==> config.mk <==
export PLATFORM = sky130hd
export DESIGN_NAME = serial_word_tx
export DESIGN_NICKNAME = d
export VERILOG_FILES = /design/src/rtl/serial_word_tx.sv
export SDC_FILE = /design/constraint.sdc
export NUM_CORES = 1
export LEC_CHECK = 0
export ABC_CLOCK_PERIOD_IN_PS = 2150
export BUFFER_PORTS_ARGS = -buffer_cell sky130_fd_sc_hd__buf_2
export CORE_MARGIN = 1
export CORE_UTILIZATION = 52
export DETAILED_ROUTE_END_ITERATION = 8
export GPL_ROUTABILITY_DRIVEN = 0
export PLACE_DENSITY = 0.74
export SLEW_MARGIN = 20
export SYNTH_ARGS = -nofsm -noshare
export SYNTH_HDL_FRONTEND = slang
export SYNTH_SLANG_ARGS = --single-unit
export TNS_END_PERCENT = 50
==> constraint.sdc <==
create_clock -name clk -period 2.15 [get_ports clk]
set_input_delay 0.3225 -clock clk [delete_from_list [all_inputs] [get_ports clk]]
set_output_delay 0.3225 -clock clk [all_outputs]
set_load 0.01 [all_outputs]
==> src/rtl/serial_word_tx.sv <==
// serial_word_tx: parallel-to-serial framed bit transmitter.
// Captures a WIDTH-bit word on load && ready and shifts it out one bit per clock as
// start bit, data bits and (optionally) an even-parity bit.
// Optional feature macro: SERIAL_WORD_TX_PARITY_EN adds the parity bit after the data bits.
module serial_word_tx #(
    parameter int unsigned WIDTH     = 4,
    parameter bit          MSB_FIRST = 1'b1,
    parameter bit          IDLE_BIT  = 1'b0
) (
    input  logic             clk,
    input  logic             rstn,
    input  logic [WIDTH-1:0] data_in,
    input  logic             load,
    output logic             ready,
    output logic             x_out,
    output logic             busy,
    output logic             done
);

    localparam int unsigned    CntW    = $clog2(WIDTH + 1);
    localparam logic [CntW-1:0] LastCnt = CntW'(WIDTH - 1);

`ifdef SERIAL_WORD_TX_PARITY_EN
    typedef enum logic [1:0] {StIdle, StStart, StData, StParity} state_e;
`else
    typedef enum logic [1:0] {StIdle, StStart, StData} state_e;
`endif

    state_e           state_q;
    logic [WIDTH-1:0] shift_q;
    logic [CntW-1:0]  cnt_q;
`ifdef SERIAL_WORD_TX_PARITY_EN
    logic             parity_q;
`endif

    logic             head_bit;
    logic [WIDTH-1:0] shift_next;

    // Bit at the outgoing end of the shift register and the register after consuming it.
    assign head_bit   = MSB_FIRST ? shift_q[WIDTH-1] : shift_q[0];
    assign shift_next = MSB_FIRST ? (shift_q << 1) : (shift_q >> 1);

    // Frame sequencer; every output is registered so load never reaches an output directly.
    always_ff @(posedge clk or negedge rstn) begin
        if (!rstn) begin
            state_q  <= StIdle;
            shift_q  <= '0;
            cnt_q    <= '0;
`ifdef SERIAL_WORD_TX_PARITY_EN
            parity_q <= 1'b0;
`endif
            x_out    <= IDLE_BIT;
            ready    <= 1'b1;
            busy     <= 1'b0;
            done     <= 1'b0;
        end else begin
            done <= 1'b0;
            unique case (state_q)
                StIdle: begin
                    // ready is always 1 here, so load alone completes the handshake.
                    if (load) begin
                        shift_q  <= data_in;
`ifdef SERIAL_WORD_TX_PARITY_EN
                        parity_q <= ^data_in;
`endif
                        state_q  <= StStart;
                        x_out    <= ~IDLE_BIT;
                        busy     <= 1'b1;
                        ready    <= 1'b0;
                    end
                end
                StStart: begin
                    x_out   <= head_bit;
                    shift_q <= shift_next;
                    cnt_q   <= '0;
                    state_q <= StData;
                end
                StData: begin
                    if (cnt_q == LastCnt) begin
`ifdef SERIAL_WORD_TX_PARITY_EN
                        x_out   <= parity_q;
                        state_q <= StParity;
`else
                        state_q <= StIdle;
                        x_out   <= IDLE_BIT;
                        busy    <= 1'b0;
                        ready   <= 1'b1;
                        done    <= 1'b1;
                        cnt_q   <= '0;
`endif
                    end else begin
                        x_out   <= head_bit;
                        shift_q <= shift_next;
                        cnt_q   <= cnt_q + 1'b1;
                    end
                end
`ifdef SERIAL_WORD_TX_PARITY_EN
                StParity: begin
                    state_q <= StIdle;
                    x_out   <= IDLE_BIT;
                    busy    <= 1'b0;
                    ready   <= 1'b1;
                    done    <= 1'b1;
                    cnt_q   <= '0;
                end
`endif
                default: begin
                    state_q <= StIdle;
                    x_out   <= IDLE_BIT;
                    busy    <= 1'b0;
                    ready   <= 1'b1;
                end
            endcase
        end
    end

endmodule
======== Word level (Yosys, flattened, before mapping) ========
Index checks and enable logic that the tools add are counted.
cells by class
  add/sub/neg operators ................... 1
  eq/ne operators ......................... 6
  multiplexer cells ....................... 18
  bitwise operators ....................... 1
  reductions and logical operators ........ 6
operators with widths
  cell                                                 count
  case mux 4 bit (3 select lines)                      1
  case mux 1 bit (3 select lines)                      3
  two-way mux 4 bit                                    2
  two-way mux 1 bit                                    7
  != test 2 bit, second input constant                 3
  case mux 2 bit (3 select lines)                      1
  case mux 3 bit (2 select lines)                      1
  AND reduction 3 bit                                  2
  two-way mux 2 bit                                    2
  adder 3 x 1 -> 3 bit, second input constant          1
  equality test 3 x 2 -> 1 bit, second input constant  1
  two-way mux 3 bit                                    1
  nonzero test 3 bit                                   1
  equality test 2 x 1 -> 1 bit, second input constant  1
  equality test 2 bit, second input constant           1
  logical NOT 2 bit                                    1
  AND reduction 2 bit                                  1
  nonzero test 2 bit                                   1
  inverter 1 bit                                       1
storage, ports and cells
  register bits after elaboration ......... 13
  input port bits ......................... 7
  output and inout bits ................... 4
  logic and storage cells ................. 39

======== Logic depth before layout (Yosys ltp) ========
Gate-level depths: netlist (run 1).
  depth in word-level cells ............... 3
  gate-level depth with buffers ........... 5
  mapped depth without buffers ............ 5

======== Worst setup path after synthesis (run 1) ========
No wires, ideal clock.
  kind .................................... register to register
  start ................................... register state_q[0]
  end ..................................... register shift_q[1]
  library setup time ...................... 0.125 ns
  arrival time ............................ 1.552 ns
  required time ........................... 2.025 ns
  setup slack ............................. 0.473 ns
  stages on the path, launching flop included .. 6
  path buffers ............................ 1
  period minus slack after synthesis ...... 1.677 ns
  path through ............................ dfrtp_1 > inv_1 > ha_1 > clkbuf_1 > mux2_2 > mux2_4
between the ends
  cells in the longest elaborated chain, start to end .. 3
  elaborated cells on any way between the ends .. 8
  those cells by class .................... eq/ne (4); mux (1); reduce/logical (3)
ends and longest elaborated chain
  what                                                                  line  text
  from (decl)                                                           29    state_e state_q;
  from (signal assigned)                                                46    state_q <= StIdle;
  from (signal assigned)                                                66    state_q <= StStart;
  from (signal assigned)                                                76    state_q <= StData;
  equality test 2 bit (tied with other cells)                           58    unique case (state_q)
  != test 2 bit (no source line) or nonzero test 3 bit (tied branches)  n/a
  AND reduction 3 bit (no source line)                                  n/a
  to (signal assigned)                                                  62    shift_q <= data_in;
  to (signal assigned)                                                  74    shift_q <= shift_next;
  to (signal assigned)                                                  93    shift_q <= shift_next;
  to (decl)                                                             30    logic [WIDTH-1:0] shift_q;
Several ways; a longest one is shown, not always the timed one.
A chain may end at the register's enable or synchronous reset.

======== Worst setup path after layout (run 1) ========
  start ................................... register state_q[0]
  end ..................................... register shift_q[2]
The elaborated chain is that of the path after synthesis.

==> impl_metrics.csv, run 1 <==
group,metric,value,unit
status,status,"finished clean",
routing,dr.first_iter.drc_count,9,
power,intPower,787,uW
floorplan,die_y,38.7,um
grt,grt_pass1_wl,2.01,mm
floorplan,row_count,12,
cts,clock-sinks,13,
floorplan,start_util,59.7,%
sta,period_needed,1.72,ns
yosys,ys_ff_latch,13,
placement,place_inst,79,
critical_path,r2r_slack,0.43,ns
grt,antenna_found_initial,0,
critical_path,required,2.32,ns
sta,worst_pin_slew,0.300,ns
yosys,synth-edff-count,0,
power,comb_power_share,54.3,%
yosys,yosysSeqAreaShare,46.7,%
critical_path,arrival,1.89,ns
yosys,synthCells,54,
routing,route.detailed.drc,0,
power,ir_drop,988,uV
cts,path_clk_slew,0.08,ns
cts,cts_tree,"built",
cts,cts_resized,0,
routing,first_pass_iters,2,
cts,cts.path.max_buffers,2,
floorplan,design.core.area,1170,um^2
final_layout,fin_nets,83,
power,clock_power_share,12.1,%
grt,grt_usage,21.1,%
routing,vias_per_cell,5.18,
power,p_switching,445,uW
cts,cts-buffers-inserted,3,
yosys,avgSynthCellArea,13.0,um^2
routing,detail-route-antenna-nets,0,
critical_path,cp_max_fo,8,
grt,grt_pass1_vias,429,
sta,drv_slew,0,
floorplan,io-pin-count,11,
yosys,synth_flop_cell,"dfrtp_1",
sta,fin_setup_tns,0,ns
critical_path,crit_path_start_kind,"register",
placement,portBuffers,10,
sta,fin_skew,0.00592,ns
sta,timing.final.crit_share,80.1,%
sta,slew_headroom,80.0,%
final_layout,post-route-util,69.6,%
placement,hpwl,929,um
worst_hold_path,whs_path_depth,3,
critical_path,timing.rr.end,"shift_q[2]",
final_layout,syn_to_final_growth,16.5,%
power,power,1.23,mW
floorplan,die_width,38.7,um
yosys,async_reset_ff_share,100,%
floorplan,dieArea,1500,um^2
sta,max_freq,0.580,GHz
routing,wl_per_cell,14.2,um
critical_path,worstReg2RegStart,"state_q[0]",
yosys,synth_area,699,um^2
cts,clock_latency,0.28,ns
critical_path,reg2reg_depth,5,
yosys,ys_types,24,
critical_path,crit_type,"reg2reg",
sta,hold_slack,0.379,ns
cts,postCtsSetupRepairBufs,0,
final_layout,fill_cells,91,
grt,grt_max_degree,14,
yosys,yosysWarnings,0,
cts,cts_htree_levels,1,
final_layout,layout-drive-gt1-share,40.0,%
power,power_per_cell_area,1510,nW/um^2
routing,wl,1.20,mm
cts,ctsHoldBuffers,1,
worst_hold_path,hp-class,"in2reg",
critical_path,endpoint_kind,"register",
power,p_seq_share,33.5,%
cts,ctsRootBufferMaster,"clkbuf_4",
sta,setup_viol,0,
worst_hold_path,min-delay-start,"data_in[3]",
grt,grt_overflow_total,0,
final_layout,antenna_cells,0,
power,swShare,36.1,%
job,max-cap-violations,0,
sta,rsz0062_at_grt,"false",
sta,hold_viol_final,0,
worst_hold_path,hold_end,"shift_q[3]",
power,p_leak,0.410,nW
routing,via_count,435,
final_layout,stdcell_count,84,
yosys,synth_nets,66,
==> area by class of cell <==
type | count | area, um^2 | area share (%)
Tap cell | 14 | 17.5 | 2.15
Clock buffer | 4 | 26.3 | 3.23
Multi-Input combinational cell | 35 | 350 | 43.0
Sequential cell | 13 | 327 | 40.1
Timing Repair Buffer | 13 | 75.1 | 9.22
Inverter | 5 | 18.8 | 2.30
==> routing by layer <==
layer  track usage [%]  part of all wire, %  vias up
li1                  -                    -      220
met1              26.5                   46      204
met2              33.3                   50        9
met3              6.94                  3.3        2
met4              7.76                 0.67        0
met5                 0                    0        -
==> logic make-up after synthesis <==
logic type | count (synthesis) | synth area share, %
DFF | 13 | 46.7
buffers and inverters | 6 | 3.22
and+or+nand+nor | 10 | 13.4
muxes | 10 | 17.0
adders and majority gates | 5 | 8.94
AOI/OAI and AO/OA | 10 | 10.7
==> sequential cells by signal, indices dropped and copies added, names as in the netlist <==
name / cells
shift_q: 4
cnt_q: 3
ready: 1
state_q: 2
x_out: 1
busy: 1
done: 1
==> synthesized netlist by cell type (all sizes together) (2+ instances only) <==
cell type / count / area [um^2]
mux2: 6 / 78.8
dfrtp: 12 / 300
ha: 5 / 62.6
inv: 5 / 18.8
o21ai: 2 / 10.0
mux2i: 4 / 40.0
nor2b: 4 / 32.5
a21oi: 2 / 10.0
a21boi: 2 / 15.0
==> power groups by stage <==
stage / sequential [mW] / clock [mW] / combinational [mW]
2_1_floorplan: 0.419 / 0 / 0.480
3_3_place_gp: 0.414 / 0 / 0.652
3_5_place_dp: 0.418 / 0 / 0.671
4_1_cts: 0.414 / 0.154 / 0.676
5_1_grt: 0.426 / 0.167 / 0.736
6_report: 0.413 / 0.149 / 0.669
==> metrics by stage <==
step	worst slack [ns]	cell area (um^2)
CTS	0.408	815
floorplan	0.473	699
detailed placement	0.426	778
global placement	0.457	778
global route	0.316	815
finish	0.427	815
==> worst max path at each step <==
stage                     startpoint    endpoint  slack [ns]  depth (start not counted)
after global placement    state_q[0]  shift_q[2]        0.46                          5
after CTS                 state_q[0]  shift_q[2]        0.41                          5
final                     state_q[0]  shift_q[2]        0.43                          5
after global routing      state_q[0]  shift_q[0]        0.32                          5
after detailed placement  state_q[0]  shift_q[0]        0.43                          5
after floorplan           state_q[0]  shift_q[1]        0.47                          5
==> layout by cell type, fill, tap and decap left out <==
cell type and instances:
a21o_2 1, clkbuf_1 1, nor2b_1 3, buf_2 10
o21ai_0 2, mux2i_1 4, nor3_4 1, a21oi_1 2
and3b_4 1, mux2_2 2, mux2_4 3, nand4_1 1
a211oi_2 1, nor2b_4 1, buf_4 2, dfstp_2 1
clkbuf_4 3, nand2b_4 1, a21boi_0 2, o41ai_1 1
mux2_1 1, dfrtp_1 12, nand3_1 1, ha_1 5
or2b_1 1, dlygate4sd3_1 1, inv_1 5, o21ba_2 1
==> critical path: stages (launching register included) <==
cell and delay [ns]:
dfrtp_1 0.39, inv_1 0.08, ha_1 0.29, and3b_4 0.24
nor3_4 0.29, mux2_4 0.33
(Power assumes the default switching activity.)
==> run 2, diff against run 1 <==
- ABC_CLOCK_PERIOD_IN_PS: 2150 -> 1500
- CORE_UTILIZATION: 52 -> 47
- PLACE_DENSITY: 0.74 -> 0.71
- clock period: 2.15 -> 1.5 ns (I/O delays scaled with it)
==> impl_metrics.csv, run 2 (synthesis gave the netlist of run 1 again) <==
group,metric,value,unit
power,power,2.01,mW
routing,wl_per_cell,13.5,um
cts,clock-sinks,13,
floorplan,start_util,51.8,%
routing,detail-route-antenna-nets,0,
sta,fin_ws,-0.0130,ns
floorplan,row_count,13,
power,ir_drop,1200,uV
routing,first_pass_iters,4,
cts,cts.path.max_buffers,2,
critical_path,timing.rr.end,"shift_q[0]",
final_layout,final_common_cell,"dfrtp_1",
sta,rsz0062_at_grt,"true",
critical_path,required,1.66,ns
worst_hold_path,hp-class,"in2reg",
final_layout,largestRegisters,"shift_q (4), cnt_q (3), state_q (2)",
floorplan,dieArea,1650,um^2
placement,hpwl,959,um
final_layout,antenna_cells,0,
status,status,"finished, violations left",
worst_hold_path,min-delay-start,"data_in[3]",
sta,setup_viol,2,
routing,dr.first_iter.drc_count,7,
grt,busiest_layer,"met2",
sta,hold_viol_final,0,
critical_path,r2r_slack,-0.01,ns
cts,cts-buffers-inserted,3,
floorplan,design.core.area,1350,um^2
critical_path,cp_max_fo,4,
sta,slew_headroom,80.3,%
grt,antenna_found_initial,0,
power,p_leak,0.459,nW
cts,clock_latency,0.28,ns
cts,cts_tree,"built",
routing,vias_per_cell,4.94,
placement,place_ws,-0.0173,ns
cts,path_clk_slew,0.08,ns
grt,use_met2,29.4,%
final_layout,fin_nets,91,
critical_path,arrival,1.67,ns
power,power_per_cell_area,2200,nW/um^2
sta,max_freq,0.661,GHz
final_layout,layout-drive-gt1-share,51.3,%
final_layout,regMostFlops,"shift_q",
job,max-cap-violations,0,
grt,grt_max_degree,14,
sta,timing.final.crit_share,101,%
floorplan,die_width,40.6,um
critical_path,worstReg2RegStart,"state_q[1]",
grt,grt_pass1_wl,1.97,mm
cts,cts_resized,0,
sta,drv_slew,0,
critical_path,reg2reg_depth,5,
critical_path,crit_path_end,"shift_q[0]",
sta,worst_pin_slew,0.295,ns
cts,ctsRootBufferMaster,"clkbuf_4",
routing,wl,1.25,mm
cts,cts_htree_levels,1,
status,violations,"setup timing",
critical_path,crit_path_start_kind,"register",
grt,grt_overflow_total,0,
final_layout,syn_to_final_growth,30.9,%
critical_path,crit_type,"reg2reg",
routing,via_count,459,
grt,grt_use_met1,24.6,%
critical_path,endpoint_kind,"register",
floorplan,io-pin-count,11,
sta,period_needed,1.51,ns
sta,fin_skew,0.00717,ns
floorplan,die_y,40.6,um
final_layout,layout_common_cells,"dfrtp_1 (12), buf_2 (10), buf_4 (10), mux2_4 (5), mux2i_1 (4)",
grt,grt_pass1_vias,457,
placement,portBuffers,10,
grt,grt_usage,19.5,%
routing,route.detailed.drc,0,
critical_path,crit_start,"state_q[1]",
grt,gr-usage-met3,6.67,%
final_layout,largest_reg_flops,4,
[run 2: metal layers]
layer	part of all wire (%)	wire, um	vias up
met1	51	638	208
met3	4.4	55	5
met2	43	539	11
met5	0	0	-
li1	-	-	235
met4	1.7	21	0
[run 2: worst min-delay path by stage]
stage / to / slack (ns) / depth (start not counted)
CTS: shift_q[3] / 0.27 / 3
detailed placement: busy / 0.13 / 1
global placement: busy / 0.12 / 1
floorplan: busy / -0.07 / 0
global route: shift_q[2] / 0.30 / 3
finish: shift_q[3] / 0.27 / 3
[run 2: layout make-up]
type	instances	area [um^2]
Fill cell	106	434
Sequential cell	13	327
Multi-Input combinational cell	35	390
Inverter	5	18.8
Clock buffer	4	26.3
Tap cell	15	18.8
Timing Repair Buffer	21	135
[run 2: worst max-delay path: stages (launching register included)]
cell,delay [ns]
dfrtp_1,0.42
inv_2,0.08
ha_4,0.16
nor2b_4,0.14
nor3_4,0.27
mux2_4,0.33
[run 2: timing repair]
item,CTS,global route
hold buffers,1,0
setup endpoints to repair,4,4
cloned,0,0
hold endpoints to repair,12,0
buffers inserted,1,0
pin swaps,1,0
[run 2: per-stage QoR]
step	area (um^2)	cells	util (%)	hold slack [ns]	setup TNS [ns]
finish	916	93	67.8	0.272	-0.0173
global placement	872	87	64.6	0.125	0
CTS	916	93	67.8	0.266	-0.0578
detailed placement	872	87	64.6	0.134	-0.0325
global route	916	93	67.8	0.299	-0.221
floorplan	749	54	-	-0.0706	-0.0252
[run 2: power by group]
part,internal (mW),total (mW),switching (mW)
clock network,0.103,0.220,0.117
logic,0.698,1.20,0.502
registers,0.510,0.593,0.0830
==> run 3, diff against run 2 <==
- ABC_AREA: not set -> 1
- REMOVE_ABC_BUFFERS: not set -> 1
==> impl_metrics.csv, run 3 <==
group,metric,value,unit
sta,slew_headroom,80.4,%
floorplan,die_width,40.2,um
critical_path,arrival,1.51,ns
power,power_per_cell_area,1960,nW/um^2
final_layout,layout_common_cells,"nand2_1 (35), dfrtp_1 (12), buf_2 (10), inv_1 (8), nand3_1 (6)",
critical_path,endpoint_kind,"register",
yosys,netlist.area_leader.share,43.9,%
sta,fin_setup_tns,0,ns
cts,cts.path.max_buffers,2,
placement,hpwl,891,um
routing,wl_per_cell,10.5,um
power,swShare,42.8,%
cts,path_clk_slew,0.08,ns
critical_path,cp_common_cell,"nand2_1",
critical_path,slowest_delay,0.41,ns
cts,clock-sinks,13,
power,power,1.55,mW
worst_hold_path,hold_end,"busy",
grt,grt_max_degree,14,
placement,place_ws,0.0938,ns
yosys,ys_ff_latch,13,
critical_path,timing.rr.end,"shift_q[1]",
routing,first_pass_iters,3,
critical_path,crit_path_start_kind,"register",
yosys,synth_top_area_cell,"dfrtp_1",
power,p_leak,0.447,nW
final_layout,post-route-util,59.4,%
sta,fin_skew,0.00169,ns
grt,grt_usage,18.5,%
power,intPower,888,uW
floorplan,io-pin-count,11,
critical_path,crit_type,"reg2reg",
routing,via_count,523,
floorplan,start_util,51.3,%
sta,fin_ws,0.153,ns
final_layout,largest_reg_flops,4,
power,comb_power_share,49.5,%
yosys,ys_top_cells_by_count,"nand2_1 (35), dfrtp_1 (12), inv_1 (8)",
critical_path,worstReg2RegStart,"state_q[0]",
power,ir_drop,873,uV
yosys,synthMostInstantiatedCell,"nand2_1",
final_layout,regMostFlops,"shift_q",
floorplan,die_y,40.2,um
cts,ctsRootBufferMaster,"clkbuf_4",
yosys,ys_types,16,
sta,setup_viol,0,
sta,timing.final.crit_share,89.8,%
cts,clock_latency,0.27,ns
status,status,"finished clean",
cts,cts-buffers-inserted,3,
yosys,yosysSeqAreaShare,47.7,%
sta,hold_viol_final,0,
final_layout,syn_to_final_growth,15.7,%
final_layout,antenna_cells,0,
final_layout,final_area,792,um^2
yosys,synthTopCellsByArea,"dfrtp_1 (44%), nand2_1 (19%), ha_1 (9.1%), nand3_1 (4.4%), inv_1 (4.4%)",
critical_path,cp_slowest_cell,"dfrtp_1",
routing,vias_per_cell,4.59,
yosys,synthCells,84,
floorplan,row_count,13,
critical_path,cp_max_fo,7,
floorplan,design.core.area,1330,um^2
yosys,synth_flop_cell,"dfrtp_1",
placement,place_area,753,um^2
final_layout,layout-drive-gt1-share,22.2,%
sta,period_needed,1.35,ns
grt,grt_overflow_total,0,
worst_hold_path,hp-class,"in2reg",
sta,worst_pin_slew,0.295,ns
grt,antenna_found_initial,0,
grt,grt_pass1_wl,1.86,mm
worst_hold_path,whs_path_depth,3,
yosys,async_reset_ff_share,100,%
critical_path,r2r_slack,0.15,ns
critical_path,path_cells,"inv_1, ha_2, inv_1, nand2_1, nand2_1, nand3_1, nand2_1",
yosys,synth-edff-count,0,
cts,postCtsSetupRepairBufs,0,
power,clock_power_share,13.9,%
yosys,yosysWarnings,0,
placement,portBuffers,10,
job,max-cap-violations,0,
final_layout,final_common_cell,"nand2_1",
cts,cts_tree,"built",
power,p_switching,665,uW
grt,grt_pass1_vias,457,
cts,cts_htree_levels,1,
final_layout,fin_nets,112,
floorplan,dieArea,1610,um^2
sta,drv_slew,0,
routing,route.detailed.drc,0,
routing,detail-route-antenna-nets,0,
yosys,synth_area,684,um^2
routing,dr.first_iter.drc_count,5,
critical_path,required,1.67,ns
worst_hold_path,min-delay-start,"load",
sta,rsz0062_at_grt,"false",
routing,wl,1.19,mm
sta,max_freq,0.743,GHz
final_layout,largestRegisters,"shift_q (4), cnt_q (3), state_q (2)",
critical_path,reg2reg_depth,7,
yosys,avgSynthCellArea,8.15,um^2
power,p_seq_share,36.5,%
-- run 3: changes by cell type after synthesis, sizes merged, moves of 4 or more --
cell	previous run	this run
mux2	6	0
nor2b	4	0
mux2i	4	0
nor2	0	5
nand3	1	6
nand2	0	38
inv	5	10
-- run 3: power groups by stage --
stage | Sequential, mW | Clock (mW) | Combinational (mW)
finish | 0.567 | 0.216 | 0.769
global route | 0.585 | 0.240 | 0.888
CTS | 0.567 | 0.234 | 0.768
detailed placement | 0.574 | 0 | 0.764
global placement | 0.575 | 0 | 0.743
floorplan | 0.582 | 0 | 0.576
-- run 3: timing repair --
action / in CTS / in global routing
hold endpoints to repair: 12 / 0
setup endpoints to repair: 0 / 4
gates resized for setup: 0 / 1
hold buffers: 1 / 0
-- run 3: kinds of logic after synthesis --
kind of cell	count (synthesis)	synth area share, %
AND/OR/NAND/NOR	51	34.0
buffers and inverters	10	5.49
AO/OA/AOI/OAI	5	3.66
adder cells (fa/ha/maj)	5	9.14
flip-flops	13	47.7
-- run 3: routing by layer --
metal	global-route usage, %	vias up	share of wire, %
met5	0	-	0
li1	-	292	-
met2	29.0	6	46
met4	12.9	0	1.4
met1	22.6	223	50
met3	3.33	2	2.3
-- run 3: worst max-delay path by stage --
stage	endpoint	slack, ns	depth (start not counted)	start
detailed placement	shift_q[2]	0.09	7	state_q[0]
finish	shift_q[1]	0.15	7	state_q[0]
floorplan	shift_q[0]	0.26	6	state_q[0]
global route	shift_q[2]	0.0009	7	state_q[0]
global placement	shift_q[2]	0.16	7	state_q[0]
CTS	shift_q[0]	0.08	6	state_q[0]
-- run 3: metrics by stage --
| step | hold slack, ns | std cells |
|---|---|---|
| global placement | 0.131 | 109 |
| CTS | 0.241 | 114 |
| detailed placement | 0.131 | 109 |
| global route | 0.257 | 114 |
| floorplan | -0.0706 | 84 |
| finish | 0.253 | 114 |
-- run 3: critical path, delay by kind of cell, from the launching register on --
| family | cells | cell delay, ns |
|---|---|---|
| buffers and inverters | 2 | 0.20 |
| adders and majority gates | 1 | 0.39 |
| and+or+nand+nor | 4 | 0.25 |
| DFF | 1 | 0.41 |
-- run 3: final cells by class --
cell class                 count  area [um^2]
clock buffer                   4         26.3
fill                         134          542
tap                           15         18.8
inverter                      10         37.5
sequential                    13          327
timing repair buffer          11         60.1
multi-input combinational     61          323
